===== config.mk =====
export PLATFORM = sky130hd
export DESIGN_NAME = sha_madd_pipe_flat
export DESIGN_NICKNAME = d
export VERILOG_FILES = /design/src/rtl/sha_madd_pipe_if.sv /design/src/rtl/sha_madd_pipe.sv /design/src/flat_wrapper.sv
export SDC_FILE = /design/constraint.sdc
export NUM_CORES = 1
export LEC_CHECK = 0
export BUFFER_PORTS_ARGS = -buffer_cell sky130_fd_sc_hd__buf_4
export CORE_ASPECT_RATIO = 1.5
export CORE_MARGIN = 5
export CORE_UTILIZATION = 40
export CTS_CLUSTER_DIAMETER = 80
export CTS_CLUSTER_SIZE = 8
export DETAILED_ROUTE_END_ITERATION = 10
export GPL_ROUTABILITY_DRIVEN = 0
export GPL_TIMING_DRIVEN = 0
export PLACE_DENSITY = 0.73
export SLEW_MARGIN = 20
export SYNTH_ARGS = -nofsm -noshare
export SYNTH_HDL_FRONTEND = slang
export SYNTH_SLANG_ARGS = --single-unit

===== constraint.sdc =====
create_clock -name i_clk -period 2.35 [get_ports i_clk]
set_clock_uncertainty 0.2 [all_clocks]
set_input_delay 0.1175 -clock i_clk [delete_from_list [all_inputs] [get_ports i_clk]]
set_output_delay 0.1175 -clock i_clk [all_outputs]
set_load 0.01 [all_outputs]

===== src/rtl/sha_madd_pipe_if.sv =====
// Operand/result handshake bundle for sha_madd_pipe.
// The master side is the environment; the adder itself connects through the slave modport.
interface sha_madd_pipe_if #(
    parameter int WIDTH   = 32,
    parameter int NUM_OPS = 5,
    parameter int CW      = $clog2(NUM_OPS)
);
    logic                     i_valid;
    logic                     o_ready;
    logic [NUM_OPS*WIDTH-1:0] i_ops;
    logic                     o_valid;
    logic                     i_ready;
    logic [WIDTH-1:0]         o_summ;
    logic [CW-1:0]            o_carry;

    modport master (
        output i_valid,
        output i_ops,
        output i_ready,
        input  o_ready,
        input  o_valid,
        input  o_summ,
        input  o_carry
    );

    modport slave (
        input  i_valid,
        input  i_ops,
        input  i_ready,
        output o_ready,
        output o_valid,
        output o_summ,
        output o_carry
    );
endinterface


===== src/rtl/sha_madd_pipe.sv =====
// Pipelined multi-operand modular adder: carry-save reduction of NUM_OPS operands,
// a single carry-propagate add into the last register stage, global-stall valid/ready.
module sha_madd_pipe #(
    parameter int  WIDTH   = 32,
    parameter int  NUM_OPS = 5,
    parameter int  STAGES  = 2,
    localparam int CW      = $clog2(NUM_OPS)
) (
    input  logic           i_clk,
    input  logic           i_rst_n,
    input  logic           i_flush,
    sha_madd_pipe_if.slave bus
);

    // The exact sum of NUM_OPS unsigned WIDTH-bit values always fits in XW bits.
    localparam int XW = WIDTH + CW;

    logic              adv;
    logic              accept;
    logic [STAGES-1:0] vld_q;
    logic [STAGES-1:0] vld_d;
    logic [STAGES-1:0] vld_shift;
    logic [XW-1:0]     res_q;
    logic [XW-1:0]     res_d;

    // Running carry-save pair after folding in operands 0..k+1.
    logic [XW-1:0] csa_s [NUM_OPS-1];
    logic [XW-1:0] csa_c [NUM_OPS-1];

    // Carry-save pair entering each register stage.
    logic [XW-1:0] in_s [STAGES];
    logic [XW-1:0] in_c [STAGES];

    assign adv         = !vld_q[STAGES-1] || bus.i_ready;
    assign bus.o_ready = adv && !i_flush;
    assign accept      = bus.i_valid && bus.o_ready;

    assign bus.o_valid = vld_q[STAGES-1];
    assign bus.o_summ  = res_q[WIDTH-1:0];
    assign bus.o_carry = res_q[XW-1:WIDTH];

    assign csa_s[0] = {{CW{1'b0}}, bus.i_ops[0 +: WIDTH]};
    assign csa_c[0] = {{CW{1'b0}}, bus.i_ops[WIDTH +: WIDTH]};

    // Each 3:2 compressor keeps s + c congruent to the partial sum modulo 2^XW,
    // so dropping the carry MSB on the shift loses nothing of the final result.
    for (genvar gi = 2; gi < NUM_OPS; gi++) begin : g_csa
        logic [XW-1:0] a;
        logic [XW-1:0] b;
        logic [XW-1:0] x;

        assign a = csa_s[gi-2];
        assign b = csa_c[gi-2];
        assign x = {{CW{1'b0}}, bus.i_ops[gi*WIDTH +: WIDTH]};

        assign csa_s[gi-1] = a ^ b ^ x;
        assign csa_c[gi-1] = ((a & b) | (a & x) | (b & x)) << 1;
    end

    assign in_s[0] = csa_s[NUM_OPS-2];
    assign in_c[0] = csa_c[NUM_OPS-2];

    // Carry-save slices between the compressor tree and the final adder.
    for (genvar gi = 0; gi < STAGES-1; gi++) begin : g_mid
        logic [XW-1:0] s_q;
        logic [XW-1:0] s_d;
        logic [XW-1:0] c_q;
        logic [XW-1:0] c_d;

        always_comb begin
            s_d = s_q;
            c_d = c_q;
            if (adv) begin
                s_d = in_s[gi];
                c_d = in_c[gi];
            end
        end

        always_ff @(posedge i_clk or negedge i_rst_n) begin
            if (!i_rst_n) begin
                s_q <= '0;
                c_q <= '0;
            end else begin
                s_q <= s_d;
                c_q <= c_d;
            end
        end

        assign in_s[gi+1] = s_q;
        assign in_c[gi+1] = c_q;
    end

    assign vld_shift[0] = accept;
    for (genvar gi = 1; gi < STAGES; gi++) begin : g_vld
        assign vld_shift[gi] = vld_q[gi-1];
    end

    // Flush only kills valid bits; stale data in the slices is harmless.
    always_comb begin
        res_d = res_q;
        vld_d = vld_q;
        if (adv) begin
            res_d = in_s[STAGES-1] + in_c[STAGES-1];
            vld_d = vld_shift;
        end
        if (i_flush) begin
            vld_d = '0;
        end
    end

    always_ff @(posedge i_clk or negedge i_rst_n) begin
        if (!i_rst_n) begin
            vld_q <= '0;
            res_q <= '0;
        end else begin
            vld_q <= vld_d;
            res_q <= res_d;
        end
    end

endmodule

===== src/flat_wrapper.sv =====
// flat-port wrapper written by rule: the top's interface ports become plain ports
module sha_madd_pipe_flat 
#(
    parameter int  WIDTH   = 32,
    parameter int  NUM_OPS = 5,
    parameter int  STAGES  = 2,
    localparam int CW      = $clog2(NUM_OPS)
)
  (i_clk, i_rst_n, i_flush, bus_i_valid, bus_i_ops, bus_i_ready, bus_o_ready, bus_o_valid, bus_o_summ, bus_o_carry);
  sha_madd_pipe_if #(.WIDTH(WIDTH), .NUM_OPS(NUM_OPS)) bus_i ();
  input  logic i_clk;
  input  logic i_rst_n;
  input  logic i_flush;
  input wire logic [$bits(bus_i.i_valid)-1:0] bus_i_valid;
  input wire logic [$bits(bus_i.i_ops)-1:0] bus_i_ops;
  input wire logic [$bits(bus_i.i_ready)-1:0] bus_i_ready;
  output wire logic [$bits(bus_i.o_ready)-1:0] bus_o_ready;
  output wire logic [$bits(bus_i.o_valid)-1:0] bus_o_valid;
  output wire logic [$bits(bus_i.o_summ)-1:0] bus_o_summ;
  output wire logic [$bits(bus_i.o_carry)-1:0] bus_o_carry;
  assign bus_i.i_valid = bus_i_valid;
  assign bus_i.i_ops = bus_i_ops;
  assign bus_i.i_ready = bus_i_ready;
  assign bus_o_ready = bus_i.o_ready;
  assign bus_o_valid = bus_i.o_valid;
  assign bus_o_summ = bus_i.o_summ;
  assign bus_o_carry = bus_i.o_carry;
  sha_madd_pipe #(.WIDTH(WIDTH), .NUM_OPS(NUM_OPS), .STAGES(STAGES)) u_core (.i_clk(i_clk), .i_rst_n(i_rst_n), .i_flush(i_flush), .bus(bus_i));
endmodule

; Yosys cells after proc, flatten, opt, wreduce, memory -nomap -nowiden
; Index checks and enable logic that the tools add are counted.
[word_totals]
ff_bits = 106
[classes]
add_sub_neg = 1
n_mux = 2
bitwise_logic = 21
reduce_logical = 6
[op_table]
columns = cell, count
row1 = $or A34 B34 Y34, 5
row2 = $and A34 B32 Y34, 4
row3 = $and A32 B32 Y32, 3
row4 = $xor A35 B32 Y35, 2
row5 = $xor A35 B35 Y35, 2
row6 = $and A34 B34 Y34, 2
row7 = $xor A32 B32 Y32, 2
row8 = $add A35 B35 Y35, 1
row9 = $or A34 B32 Y34, 1
row10 = $mux W2, 2
row11 = $logic_and A1 B1 Y1, 2
row12 = $logic_not A1 Y1, 2
row13 = $reduce_bool A2 Y1, 1
row14 = $logic_or A1 B1 Y1, 1

; Depth between registers and ports, before layout
; Gate-level depths: netlist of run 1.
[depth]
ltp_word = 9
mapped_depth = 11
mapped_depth_nobuf = 11

; Worst setup path after synthesis of run 1
; No wires, ideal clock.
[synth_path]
kind = flip-flop to flip-flop
start = reg u_core.g_mid[0].c_q[1]
end = reg u_core.res_q[25]
setup_ns = 0.137
arrival_time_ns = 2.228
slack_ns = -0.215
path_stages_with_launch = 12
n_path_buf = 0
period_less_slack_ns = 2.565
cell_sequence = dfrtp_1 -> ha_1 -> inv_1 -> fa_1 -> nor2b_4 -> o211ai_2 -> a31oi_4 -> a31oi_4 -> o21a_1 -> o31a_1 -> xnor2_1 -> a21oi_1
[synth_between]
elab_chain_len = 1
[synth_lines]
columns = element, line
row1 = from (decl), sha_madd_pipe.sv:67  ; logic [XW-1:0] c_q;
row2 = from (signal assigned), sha_madd_pipe.sv:82  ; c_q <= '0;
row3 = from (signal assigned), sha_madd_pipe.sv:85  ; c_q <= c_d;
row4 = $add A35 B35 Y35, sha_madd_pipe.sv:103  ; res_d = in_s[STAGES-1] + in_c[STAGES-1];
row5 = to (signal assigned), sha_madd_pipe.sv:117  ; res_q <= res_d;
row6 = to (decl), sha_madd_pipe.sv:23  ; logic [XW-1:0] res_q;
; Every way passes these cells.
; A chain may end at the register's enable or synchronous reset.

; Worst setup path in the final report of run 1
[layout_path]
start = reg u_core.g_mid[0].s_q[1]
end = reg u_core.res_q[25]
[layout_between]
elab_chain_len = 1
[layout_lines]
columns = element, line
row1 = from (decl), sha_madd_pipe.sv:65  ; logic [XW-1:0] s_q;
row2 = from (signal assigned), sha_madd_pipe.sv:81  ; s_q <= '0;
row3 = from (signal assigned), sha_madd_pipe.sv:84  ; s_q <= s_d;
row4 = $add A35 B35 Y35, sha_madd_pipe.sv:103
; Every way passes these cells.

==> reports/metrics.csv, run 1 <==
stage,metric,value,unit
clocking,# H-tree levels,3,
logic_synthesis,Post-synth EDFFs,0,
critical_path,CP required,2.36,ns
logic_synthesis,most common cell in the netlist,nand2_1,
critical_path,Arrival @ worst endpoint,2.69,ns
logic_synthesis,synth unique cells,49,
clocking,CTS Sinks,103,
critical_path,CP startpoint kind,flip-flop,
critical_path,CP max FO,3,
routing,post-DR wirelength/cell,15.82,um
logic_synthesis,Synth warnings,0,
logic_synthesis,largest area contributor in the netlist,dfrtp_1,
routing,Via density,4.964,
floorplan,Die W,122.3,um
logic_synthesis,Synth Cell Area,7565,um^2
finish,flip-flop and latch area,2577,um^2
status,failing checks,negative setup slack,
finish,Final Net Count,1328,
logic_synthesis,Mapped Avg Cell Area,9.774,um^2
finish,Multi-input gate area,5105,um^2
critical_path,Crit path depth,11,
finish,area growth from synthesis to layout,38.34,%
timing,slew of the pin with the lowest slew margin,0.9150,ns
floorplan,Initial Util,40.79,%
critical_path,Critical path origin,u_core.g_mid[0].s_q[1],
status,status,"complete, but fails checks",
placement,post-DP HPWL,15880,um
pwr,PwrDens,1114,nW/um^2
finish,share of cells above drive strength 1,28.03,%
finish,final-layout fill cell count,1618,
timing,post-layout min period,2.683,ns
critical_path,crit-path cells,"ha_2, inv_2, fa_2, nor2b_4, o211ai_4, a31oi_4, a31oi_4, o21a_1, o31a_1, xnor2_1, a21oi_1",
clocking,"Clk Latency, worst-skew pair",0.35,ns
critical_path,depth of the most critical reg-to-reg path,11,
critical_path,WP buf/inv,1,
timing,Final Max Slew Viols,0,
routing,drt total wl,20410,um
global_routing,grt total ovfl,0,
critical_path,Setup CP Type,reg -> reg,
clocking,Num CTS Buffers,9,
global_routing,initial antenna violation count,0,
pwr,leak pwr,4.855,nW
clocking,TritonCTS clock tree,done,
floorplan,core area,18550,um^2
critical_path,worst reg2reg setup slack,-0.33,ns
critical_path,RR Startpoint,u_core.g_mid[0].s_q[1],
timing,Final setup viols,19,
logic_synthesis,sequential share of the synthesized area,34.07,%
logic_synthesis,largest cells by area after synthesis,"dfrtp_1 (34%), fa_1 (25%), nand2_1 (12%)",
logic_synthesis,cell count after synthesis,774,
timing,Final Hold Viols,0,
routing,via count,6404,
logic_synthesis,most common library cells after synthesis,"nand2_1 (248), dfrtp_1 (103), fa_1 (95), a21oi_1 (54), nor2_1 (43)",
clocking,clk root buf,clkbuf_16,
floorplan,num rows,61,
logic_synthesis,top cell type's share of synthesized area,34.07,%
routing,Remaining DRCs,0,
global_routing,largest net degree at the start of global routing,104,
global_routing,first-pass GRT wire length,32440,um
pwr,VDD IR-drop max,0.0005938,V
timing,unrepaired setup endpoints after global routing,true,
timing,period utilization,114.2,%
finish,post-layout util,56.43,%
timing,max_slew headroom,39.00,%
timing,Min Hold Slack,0.02398,ns
routing,Starting DRT DRC Count,362,
clocking,Clock Pin Slew Worst Setup and Hold Paths,0.07,ns
floorplan,die area,21820,um^2
placement,Port-buffer cells,201,
routing,antenna-violating nets left,0,
logic_synthesis,"Primary FF master, synth",dfrtp_1,
timing,FMAX,0.3727,GHz
job,Max Cap Violations,0,
worst_hold_path,hold-critical path depth,5,
critical_path,slowest cell on the critical path,dfrtp_1,
timing,Final WS setup,-0.3330,ns
global_routing,gr usage total,18.59,%
critical_path,Crit path max-delay family,compound AO/OA/AOI/OAI gates,
critical_path,CP most frequent cell,a31oi_4,
logic_synthesis,Synth async-reset ratio,100.0,%
global_routing,vias in the first global route,6848,
floorplan,die height,178.4,um
finish,ant diodes,0,
critical_path,critical path capture point type,flip-flop,
logic_synthesis,Seq cells post-synth,103,
worst_hold_path,worst hold path class,in -> reg,
pwr,Pwr Total,11.66,mW
worst_hold_path,hold_sp,bus_i_ops[96],
floorplan,Ports,202,
clocking,CTS Buffer Depth,2,
critical_path,CP max stage delay,0.37,ns
routing,DR pass1 iterations,5,
logic_synthesis,Syn Nets,1069,
logic make-up after synthesis:
family / Yosys count / share of synthesized area [%]
simple gates: 332 / 17.86
compound gates: 137 / 11.73
fa+ha+maj: 130 / 30.93
flops: 103 / 34.07
buf+inv: 45 / 2.266
xor+xnor: 26 / 3.010
mux: 1 / 0.1323
metrics by stage:
| step | cell area, um^2 | setup slack [ns] | setup TNS (ns) | cells |
|---|---|---|---|---|
| global placement | 9472 | -0.3762 | -3.521 | 1227 |
| global route | 10470 | -0.4042 | -6.039 | 1290 |
| CTS | 10390 | -0.3622 | -3.701 | 1287 |
| floorplan | 7647 | -0.1205 | -0.2362 | 774 |
| finish | 10470 | -0.3330 | -4.017 | 1290 |
| detailed placement | 9475 | -0.4179 | -4.224 | 1227 |
layout by cell type, fill, tap and decap left out, types with 6 or more instances in the layout:
| master | synthesis | routed |
|---|---|---|
| dfrtp_1 | 103 | 103 |
| ha_2 | 0 | 6 |
| a21oi_2 | 4 | 9 |
| inv_1 | 14 | 13 |
| buf_1 | 8 | 8 |
| xor2_1 | 15 | 14 |
| o21ai_0 | 20 | 17 |
| clkbuf_1 | 21 | 17 |
| xnor2_1 | 11 | 9 |
| fa_1 | 95 | 94 |
| nand3_1 | 8 | 7 |
| a21oi_1 | 54 | 45 |
| a21o_1 | 10 | 10 |
| nor2_1 | 43 | 43 |
| o21ai_1 | 10 | 9 |
| nand4_1 | 7 | 7 |
| buf_4 | 0 | 209 |
| nand2_1 | 248 | 243 |
| buf_6 | 0 | 7 |
| ha_1 | 35 | 24 |
| clkbuf_16 | 0 | 9 |
| dlygate4sd3_1 | 0 | 35 |
path summary, 6_finish.rpt:
path                                      endpoint
setup / recovery                  u_core.res_q[25]
hold / removal              u_core.g_mid[0].s_q[0]
setup reg to reg                  u_core.res_q[25]
hold reg to reg                    u_core.res_q[0]
max in group asynchronous   u_core.g_mid[0].s_q[9]
min in group asynchronous  u_core.g_mid[0].c_q[30]
flip-flops by register name, summed over array words and instances, names as in the netlist:
signal            flops
u_core.vld_q          2
u_core.g_mid.s_q     33
u_core.g_mid.c_q     33
u_core.res_q         35
report_power, final:
part / internal [mW] / switching (mW)
clock network: 0.830 / 0.677
logic: 3.33 / 3.87
registers: 2.52 / 0.445
tightest hold or removal path: stages:
cell,delay (ns)
buf_4,0.08
ha_1,0.12
ha_1,0.12
nand2_1,0.04
nand2_1,0.05
routing by layer:
metal | vias up | routed length, um | global-route usage, %
met1 | 3129 | 7700 | 21.33
met2 | 192 | 11360 | 35.56
met5 | - | 0 | 0
met3 | 30 | 969 | 2.411
met4 | 0 | 379 | 5.231
li1 | 3053 | - | -
final cells by class:
| type | count | area share, % |
|---|---|---|
| inverters | 14 | 0.5022 |
| flip-flops and latches | 103 | 24.63 |
| clock buffers | 10 | 2.188 |
| repair buffers | 250 | 18.99 |
| clock inverters | 6 | 0.6576 |
| multi-input cells | 626 | 48.78 |
| plain buffers | 29 | 1.243 |
| well taps | 252 | 3.013 |
what timing repair did:
item	in CTS	in global routing
hold buffers	35	0
setup buffers	11	3
endpoints found under the setup margin	20	28
pin swaps	23	22
endpoints found under the hold margin	169	0
gates resized for setup	42	17
No activity file was read; power rests on OpenSTA's default activity.
==> run 2, diff against run 1 <==
==> constraint.sdc (replaced) <==
create_clock -name i_clk -period 2.46 [get_ports i_clk]
set_clock_uncertainty 0.2 [all_clocks]
set_input_delay 0.123 -clock i_clk [delete_from_list [all_inputs] [get_ports i_clk]]
set_output_delay 0.123 -clock i_clk [all_outputs]
set_load 0.02 [all_outputs]
==> run 2 against run 1 <==
Net effect: the run still ends with negative setup slack left; critical path depth is the same; cell area shrank 0.37%; clock power grew 3%; wire length shrank 1.5%; global-route usage is essentially flat; critical path type unchanged; fmax shrank 0.31%; count of clock-buffer cells in the layout is the same; critical endpoint unchanged; flip-flop and latch count is the same.
==> reports/metrics.csv, run 2 (same netlist as run 1, synthesis figures left out) <==
stage,metric,value,unit,change
status,status,"complete, but fails checks",,unchanged
status,failing checks,negative setup slack,,unchanged
global_routing,grt total ovfl,0,,unchanged
critical_path,CP most frequent cell,a31oi_4,,unchanged
critical_path,Arrival @ worst endpoint,2.71,ns,was 2.69 ns
finish,Top Registers,"u_core.res_q x35, u_core.g_mid.c_q x33, u_core.g_mid.s_q x33",,unchanged
critical_path,RR Startpoint,u_core.g_mid[0].s_q[1],,unchanged
placement,post-DP HPWL,15680,um,"was 15,880 um"
floorplan,Die W,122.3,um,unchanged
critical_path,Crit path depth,11,,unchanged
critical_path,slowest cell on the critical path,dfrtp_1,,unchanged
pwr,switching share of power,43.59,%,was 42.77%
finish,"commonest non-fill, non-tap cells in the layout","nand2_1 (247), buf_4 (214), dfrtp_1 (103)",,"was nand2_1 (243), buf_4 (209), dfrtp_1 (103)"
clocking,# H-tree levels,3,,unchanged
pwr,Clk pwr share,13.8,%,was 12.9%
finish,area growth from synthesis to layout,37.83,%,was 38.34%
critical_path,reg-to-reg critical path endpoint,u_core.res_q[25],,unchanged
timing,Final Max Slew Viols,0,,unchanged
timing,FMAX,0.3716,GHz,was 0.3727 GHz
critical_path,Setup CP Type,reg -> reg,,unchanged
timing,Final Hold Viols,0,,unchanged
routing,antenna-violating nets left,0,,unchanged
finish,post-layout util,56.22,%,was 56.43%
pwr,leak pwr,4.866,nW,was 4.855 nW
finish,Largest register FFs,35,,unchanged
routing,Starting DRT DRC Count,446,,was 362
worst_hold_path,worst hold path class,in -> reg,,unchanged
critical_path,CP startpoint kind,flip-flop,,unchanged
global_routing,first-pass GRT wire length,32320,um,"was 32,440 um"
critical_path,end of the critical path,u_core.res_q[25],,unchanged
global_routing,largest net degree at the start of global routing,104,,unchanged
critical_path,worst reg2reg setup slack,-0.23,ns,was -0.33 ns
routing,post-DR wirelength/cell,15.56,um,was 15.82 um
critical_path,depth of the most critical reg-to-reg path,11,,unchanged
global_routing,gr usage total,18.63,%,was 18.59%
timing,Min Hold Slack,0.01878,ns,was 0.02398 ns
floorplan,die area,21820,um^2,unchanged
job,Max Cap Violations,0,,unchanged
clocking,CTS Buffer Depth,2,,unchanged
routing,Remaining DRCs,0,,unchanged
timing,slew of the pin with the lowest slew margin,0.9096,ns,was 0.9150 ns
floorplan,Ports,202,,unchanged
routing,drt total wl,20110,um,"was 20,410 um"
timing,period utilization,109.4,%,was 114.2%
clocking,Num CTS Buffers,9,,unchanged
critical_path,Crit path max-delay family,compound AO/OA/AOI/OAI gates,,unchanged
timing,Final setup viols,20,,was 19
finish,ant diodes,0,,unchanged
floorplan,die height,178.4,um,unchanged
floorplan,core area,18550,um^2,unchanged
critical_path,CP max FO,3,,unchanged
timing,setup TNS,-2.579,ns,was -4.017 ns
routing,via count,6373,,"was 6,404"
critical_path,CP required,2.48,ns,was 2.36 ns
critical_path,critical path capture point type,flip-flop,,unchanged
critical_path,WP buf/inv,1,,unchanged
floorplan,Initial Util,40.79,%,unchanged
global_routing,initial antenna violation count,0,,unchanged
pwr,internal power,6.389,mW,was 6.674 mW
timing,Final WS setup,-0.2312,ns,was -0.3330 ns
timing,unrepaired setup endpoints after global routing,true,,unchanged
routing,DR pass1 iterations,5,,unchanged
clocking,"Clk Latency, worst-skew pair",0.36,ns,was 0.35 ns
timing,post-layout min period,2.691,ns,was 2.683 ns
timing,max_slew headroom,39.36,%,was 39.00%
pwr,logic gate share of total power,61.5,%,was 61.7%
clocking,CTS Sinks,103,,unchanged
pwr,Reg power frac,24.7,%,was 25.4%
finish,"commonest non-fill, non-tap cell in the layout",nand2_1,,unchanged
finish,Top reg by flops,u_core.res_q,,unchanged
clocking,Clock Pin Slew Worst Setup and Hold Paths,0.07,ns,about the same
pwr,PwrDens,1086,nW/um^2,was 1114 nW/um^2
global_routing,vias in the first global route,6817,,"was 6,848"
routing,Via density,4.933,,was 4.964
finish,Final Net Count,1330,,"was 1,328"
clocking,clk root buf,clkbuf_16,,unchanged
clocking,TritonCTS clock tree,done,,unchanged
finish,share of cells above drive strength 1,27.60,%,was 28.03%
critical_path,crit-path cells,"ha_2, inv_2, fa_2, nor2b_4, o211ai_4, a31oi_4, a31oi_4, o21a_1, o31a_1, xnor2_1, a21oi_1",,unchanged
critical_path,Critical path origin,u_core.g_mid[0].s_q[1],,unchanged
placement,Port-buffer cells,201,,unchanged
critical_path,CP max stage delay,0.37,ns,about the same
floorplan,num rows,61,,unchanged
pwr,VDD IR-drop max,0.0005338,V,was 0.0005938 V
pwr,P_sw,4.937,mW,was 4.989 mW
-- run 2: cell type report --
type | instances | area, um^2
clock inverters | 6 | 93.84
flip-flops and latches | 103 | 2577
repair buffers | 252 | 1994
clock buffers | 10 | 229.0
well taps | 252 | 315.3
multi-input cells | 626 | 5047
fillers | 1597 | 8120
plain buffers | 29 | 116.4
inverters | 14 | 52.55
-- run 2: power groups by stage --
stage               combinational [mW]  clock (mW)  sequential (mW)
floorplan                         3.94           0             3.09
global placement                  5.99           0             2.80
detailed placement                6.09           0             2.83
CTS                               6.56        1.59             2.80
global route                      7.69        1.65             2.89
finish                            6.96        1.56             2.80
-- run 2: worst min path at each step --
stage	start	endpoint	slack (ns)	cells past startpoint
finish	bus_i_ops[96]	u_core.g_mid[0].s_q[0]	0.02	5
global route	bus_i_ops[96]	u_core.g_mid[0].s_q[0]	0.06	5
CTS	bus_i_ops[96]	u_core.g_mid[0].s_q[0]	0.02	5
detailed placement	i_rst_n	u_core.g_mid[0].s_q[31]	0.1	1
global placement	i_flush	u_core.vld_q[0]	0.11	2
floorplan	i_rst_n	u_core.g_mid[0].c_q[10]	-0.37	0
-- run 2: per-stage QoR --
stage          total power, mW  instances  instance area [um^2]  setup WS (ns)
2_1_floorplan            7.033        774                  7567       -0.01306
3_3_place_gp             8.786       1227                  9392        -0.2585
3_5_place_dp             8.922       1227                  9395        -0.3099
4_1_cts                  10.95       1287                 10250        -0.2626
5_1_grt                  12.24       1292                 10430        -0.3082
6_report                 11.33       1292                 10430        -0.2312
-- run 2: routing by layer --
metal	routed length, um	track usage (%)
met5	0	0
met4	478	6.819
met3	1120	2.855
met2	11100	34.39
met1	7415	21.55
-- run 2: worst reg2reg max path, cell delays in order, from the launching register on --
cell	delay, ns
dfrtp_1	0.37
ha_2	0.20
inv_2	0.04
fa_2	0.37
nor2b_4	0.15
o211ai_4	0.10
a31oi_4	0.25
a31oi_4	0.15
o21a_1	0.24
o31a_1	0.25
xnor2_1	0.16
a21oi_1	0.08
-- run 2: what timing repair did --
item | 4_1_cts | 5_1_grt
resized for setup | 24 | 33
buffers inserted | 9 | 9
hold buffers | 35 | 0
endpoints found under the setup margin | 19 | 25
endpoints found under the hold margin | 169 | 0
cloned | 0 | 0
pin swaps | 22 | 20
==> run 3, diff against run 2 <==
CORE_UTILIZATION = 49   (was 40)
PLACE_DENSITY = 0.85   (was 0.73)
==> run 3 against run 2 <==
Net effect: the run still ends with negative setup slack left; critical path depth unchanged; utilization grew 14 points; sequential share of layout area decreased by 0.30 points; non-clock buffer count rose by 5; first-iteration DRC count rose by 3.4%; die area is 17% lower; cell area is 1.2% higher; total power is 6.1% higher; flip-flop and latch count did not move; count of clock-buffer cells in the layout grew 1; clock power increased by 15%; critical endpoint unchanged; largest power group unchanged; highest routed layer unchanged.
==> reports/metrics.csv, run 3 (same netlist as run 1, synthesis figures left out) <==
stage,metric,value,unit,change
global_routing,grt total ovfl,0,,unchanged
finish,post-layout util,69.73,%,was 56.22%
timing,unrepaired setup endpoints after global routing,true,,unchanged
job,Max Cap Violations,0,,unchanged
clocking,Num CTS Buffers,9,,unchanged
timing,slew of the pin with the lowest slew margin,0.9341,ns,was 0.9096 ns
pwr,PwrDens,1138,nW/um^2,was 1086 nW/um^2
finish,Largest register FFs,35,,unchanged
critical_path,depth of the most critical reg-to-reg path,11,,unchanged
clocking,CTS Sinks,103,,unchanged
floorplan,core area,15140,um^2,"was 18,550 um^2"
placement,Placement Cell Area,9329,um^2,was 9395 um^2
timing,period utilization,110.1,%,was 109.4%
critical_path,CP max FO,4,,was 3
critical_path,Setup CP Type,reg -> reg,,unchanged
placement,placed cells,1174,,"was 1,227"
clocking,TritonCTS clock tree,done,,unchanged
timing,FMAX,0.3692,GHz,was 0.3716 GHz
floorplan,die height,162.2,um,was 178.4 um
finish,"commonest non-fill, non-tap cell in the layout",nand2_1,,unchanged
timing,post-layout min period,2.708,ns,was 2.691 ns
worst_hold_path,hold-critical path depth,5,,unchanged
floorplan,num rows,55,,was 61
critical_path,WP buf/inv,1,,unchanged
floorplan,Die W,111.5,um,was 122.3 um
finish,flip-flop and latch area,2577,um^2,unchanged
global_routing,largest net degree at the start of global routing,104,,unchanged
routing,Via density,5.355,,was 4.933
clocking,Clock Pin Slew Worst Setup and Hold Paths,0.07,ns,about the same
timing,Final Max Slew Viols,0,,unchanged
timing,setup TNS,-2.458,ns,was -2.579 ns
status,failing checks,negative setup slack,,unchanged
finish,ant diodes,0,,unchanged
worst_hold_path,hold_sp,bus_i_ops[96],,unchanged
finish,Final Cell Area,10560,um^2,"was 10,430 um^2"
floorplan,Initial Util,49.97,%,was 40.79%
finish,final-layout fill cell count,1099,,"was 1,597"
finish,Multi-input gate area,5124,um^2,was 5047 um^2
global_routing,first-pass GRT wire length,33700,um,"was 32,320 um"
finish,Top reg by flops,u_core.res_q,,unchanged
pwr,VDD IR-drop max,0.0005496,V,was 0.0005338 V
critical_path,Arrival @ worst endpoint,2.71,ns,about the same
routing,Starting DRT DRC Count,461,,was 446
finish,Top Registers,"u_core.res_q x35, u_core.g_mid.c_q x33, u_core.g_mid.s_q x33",,unchanged
floorplan,Ports,202,,unchanged
routing,DR pass1 iterations,5,,unchanged
critical_path,reg-to-reg critical path endpoint,u_core.res_q[25],,unchanged
finish,"commonest non-fill, non-tap cells in the layout","nand2_1 (243), buf_4 (216), dfrtp_1 (103)",,"was nand2_1 (247), buf_4 (214), dfrtp_1 (103)"
worst_hold_path,worst hold path class,in -> reg,,unchanged
global_routing,vias in the first global route,7157,,"was 6,817"
clocking,# H-tree levels,3,,unchanged
worst_hold_path,Worst Hold Endpoint,u_core.g_mid[0].s_q[0],,unchanged
critical_path,RR Startpoint,u_core.g_mid[0].s_q[1],,unchanged
timing,max_slew headroom,37.73,%,was 39.36%
timing,Final setup viols,19,,was 20
clocking,CTS Buffer Depth,2,,unchanged
status,status,"complete, but fails checks",,unchanged
timing,Min Hold Slack,0.03155,ns,was 0.01878 ns
critical_path,CP startpoint kind,flip-flop,,unchanged
routing,via count,6661,,"was 6,373"
routing,drt total wl,21040,um,"was 20,110 um"
routing,antenna-violating nets left,0,,unchanged
critical_path,worst reg2reg setup slack,-0.25,ns,was -0.23 ns
critical_path,CP most frequent cell,a31oi_4,,unchanged
pwr,leak pwr,4.946,nW,was 4.866 nW
critical_path,Crit path max-delay family,compound AO/OA/AOI/OAI gates,,unchanged
finish,Final Net Count,1335,,"was 1,330"
placement,post-DP HPWL,15360,um,"was 15,680 um"
critical_path,critical path capture point type,flip-flop,,unchanged
finish,final non-filler cell total,1244,,"was 1,292"
clocking,clk root buf,clkbuf_16,,unchanged
finish,area growth from synthesis to layout,39.55,%,was 37.83%
finish,share of cells above drive strength 1,29.67,%,was 27.60%
clocking,"Clk Latency, worst-skew pair",0.35,ns,was 0.36 ns
placement,Port-buffer cells,201,,unchanged
routing,Remaining DRCs,0,,unchanged
timing,Final Hold Viols,0,,unchanged
critical_path,CP required,2.46,ns,was 2.48 ns
critical_path,slowest cell on the critical path,dfrtp_1,,unchanged
critical_path,CP max stage delay,0.37,ns,about the same
global_routing,gr usage total,22.90,%,was 18.63%
floorplan,die area,18070,um^2,"was 21,820 um^2"
routing,post-DR wirelength/cell,16.92,um,was 15.56 um
timing,Final WS setup,-0.2483,ns,was -0.2312 ns
global_routing,initial antenna violation count,0,,unchanged
critical_path,crit-path cells,"ha_2, inv_2, fa_2, nor2b_4, o211ai_4, a31oi_4, a31oi_4, o21a_1, o31a_1, xnor2_1, a21oi_1",,unchanged
==> run 3: per-layer routing <==
layer  track usage [%]  up-vias  routed length, um
met2             42.12      256              11520
met4             10.02        0                839
li1                  -     3075                  -
met1             26.14     3269               7442
met3             3.653       61               1238
met5                 0        -                  0
==> run 3: final cells by class <==
| class | instances | area share, % |
|---|---|---|
| clock buffer | 11 | 2.394 |
| tap | 199 | 2.359 |
| sequential | 103 | 24.42 |
| buffer | 28 | 1.162 |
| inverter | 14 | 0.4978 |
| clock inverter | 5 | 1.209 |
| timing repair buffer | 258 | 19.43 |
| multi-input combinational | 626 | 48.54 |
==> run 3: timing repair <==
item,4_1_cts,5_1_grt
pin swaps,26,29
hold endpoints to repair,169,0
endpoints found under the setup margin,17,25
hold buffers,35,0
buffers inserted,10,13
resized for setup,46,41
==> run 3: worst max path at each step <==
stage                     cells after the start  slack, ns                to                   start
final                                        11      -0.25  u_core.res_q[25]  u_core.g_mid[0].s_q[1]
after global routing                         11      -0.31  u_core.res_q[29]  u_core.g_mid[0].s_q[1]
after CTS                                    11      -0.27  u_core.res_q[29]  u_core.g_mid[0].s_q[1]
after detailed placement                     11      -0.29  u_core.res_q[31]  u_core.g_mid[0].c_q[1]
after global placement                       11      -0.25  u_core.res_q[25]  u_core.g_mid[0].c_q[1]
after floorplan                              11      -0.01  u_core.res_q[25]  u_core.g_mid[0].c_q[1]
==> run 3: through the flow <==
step	setup slack [ns]	total power [mW]
after floorplan	-0.01306	7.033
after global placement	-0.2545	8.691
after detailed placement	-0.2880	8.867
after CTS	-0.2747	11.32
after global routing	-0.3093	12.86
final	-0.2483	12.02
==> run 3: where the power goes <==
group          switching (mW)  internal [mW]
logic                    4.11           3.29
clock network           0.635           1.15
registers               0.422           2.41
==> run 3: worst register-to-register path: cells and delay by family (launching register included) <==
kind / cells / cell delay [ns]
flip-flops: 1 / 0.37
buffers and inverters: 1 / 0.04
AO/OA/AOI/OAI: 6 / 1.06
AND/OR/NAND/NOR: 1 / 0.16
adder cells (fa/ha/maj): 2 / 0.58
XOR/XNOR: 1 / 0.15
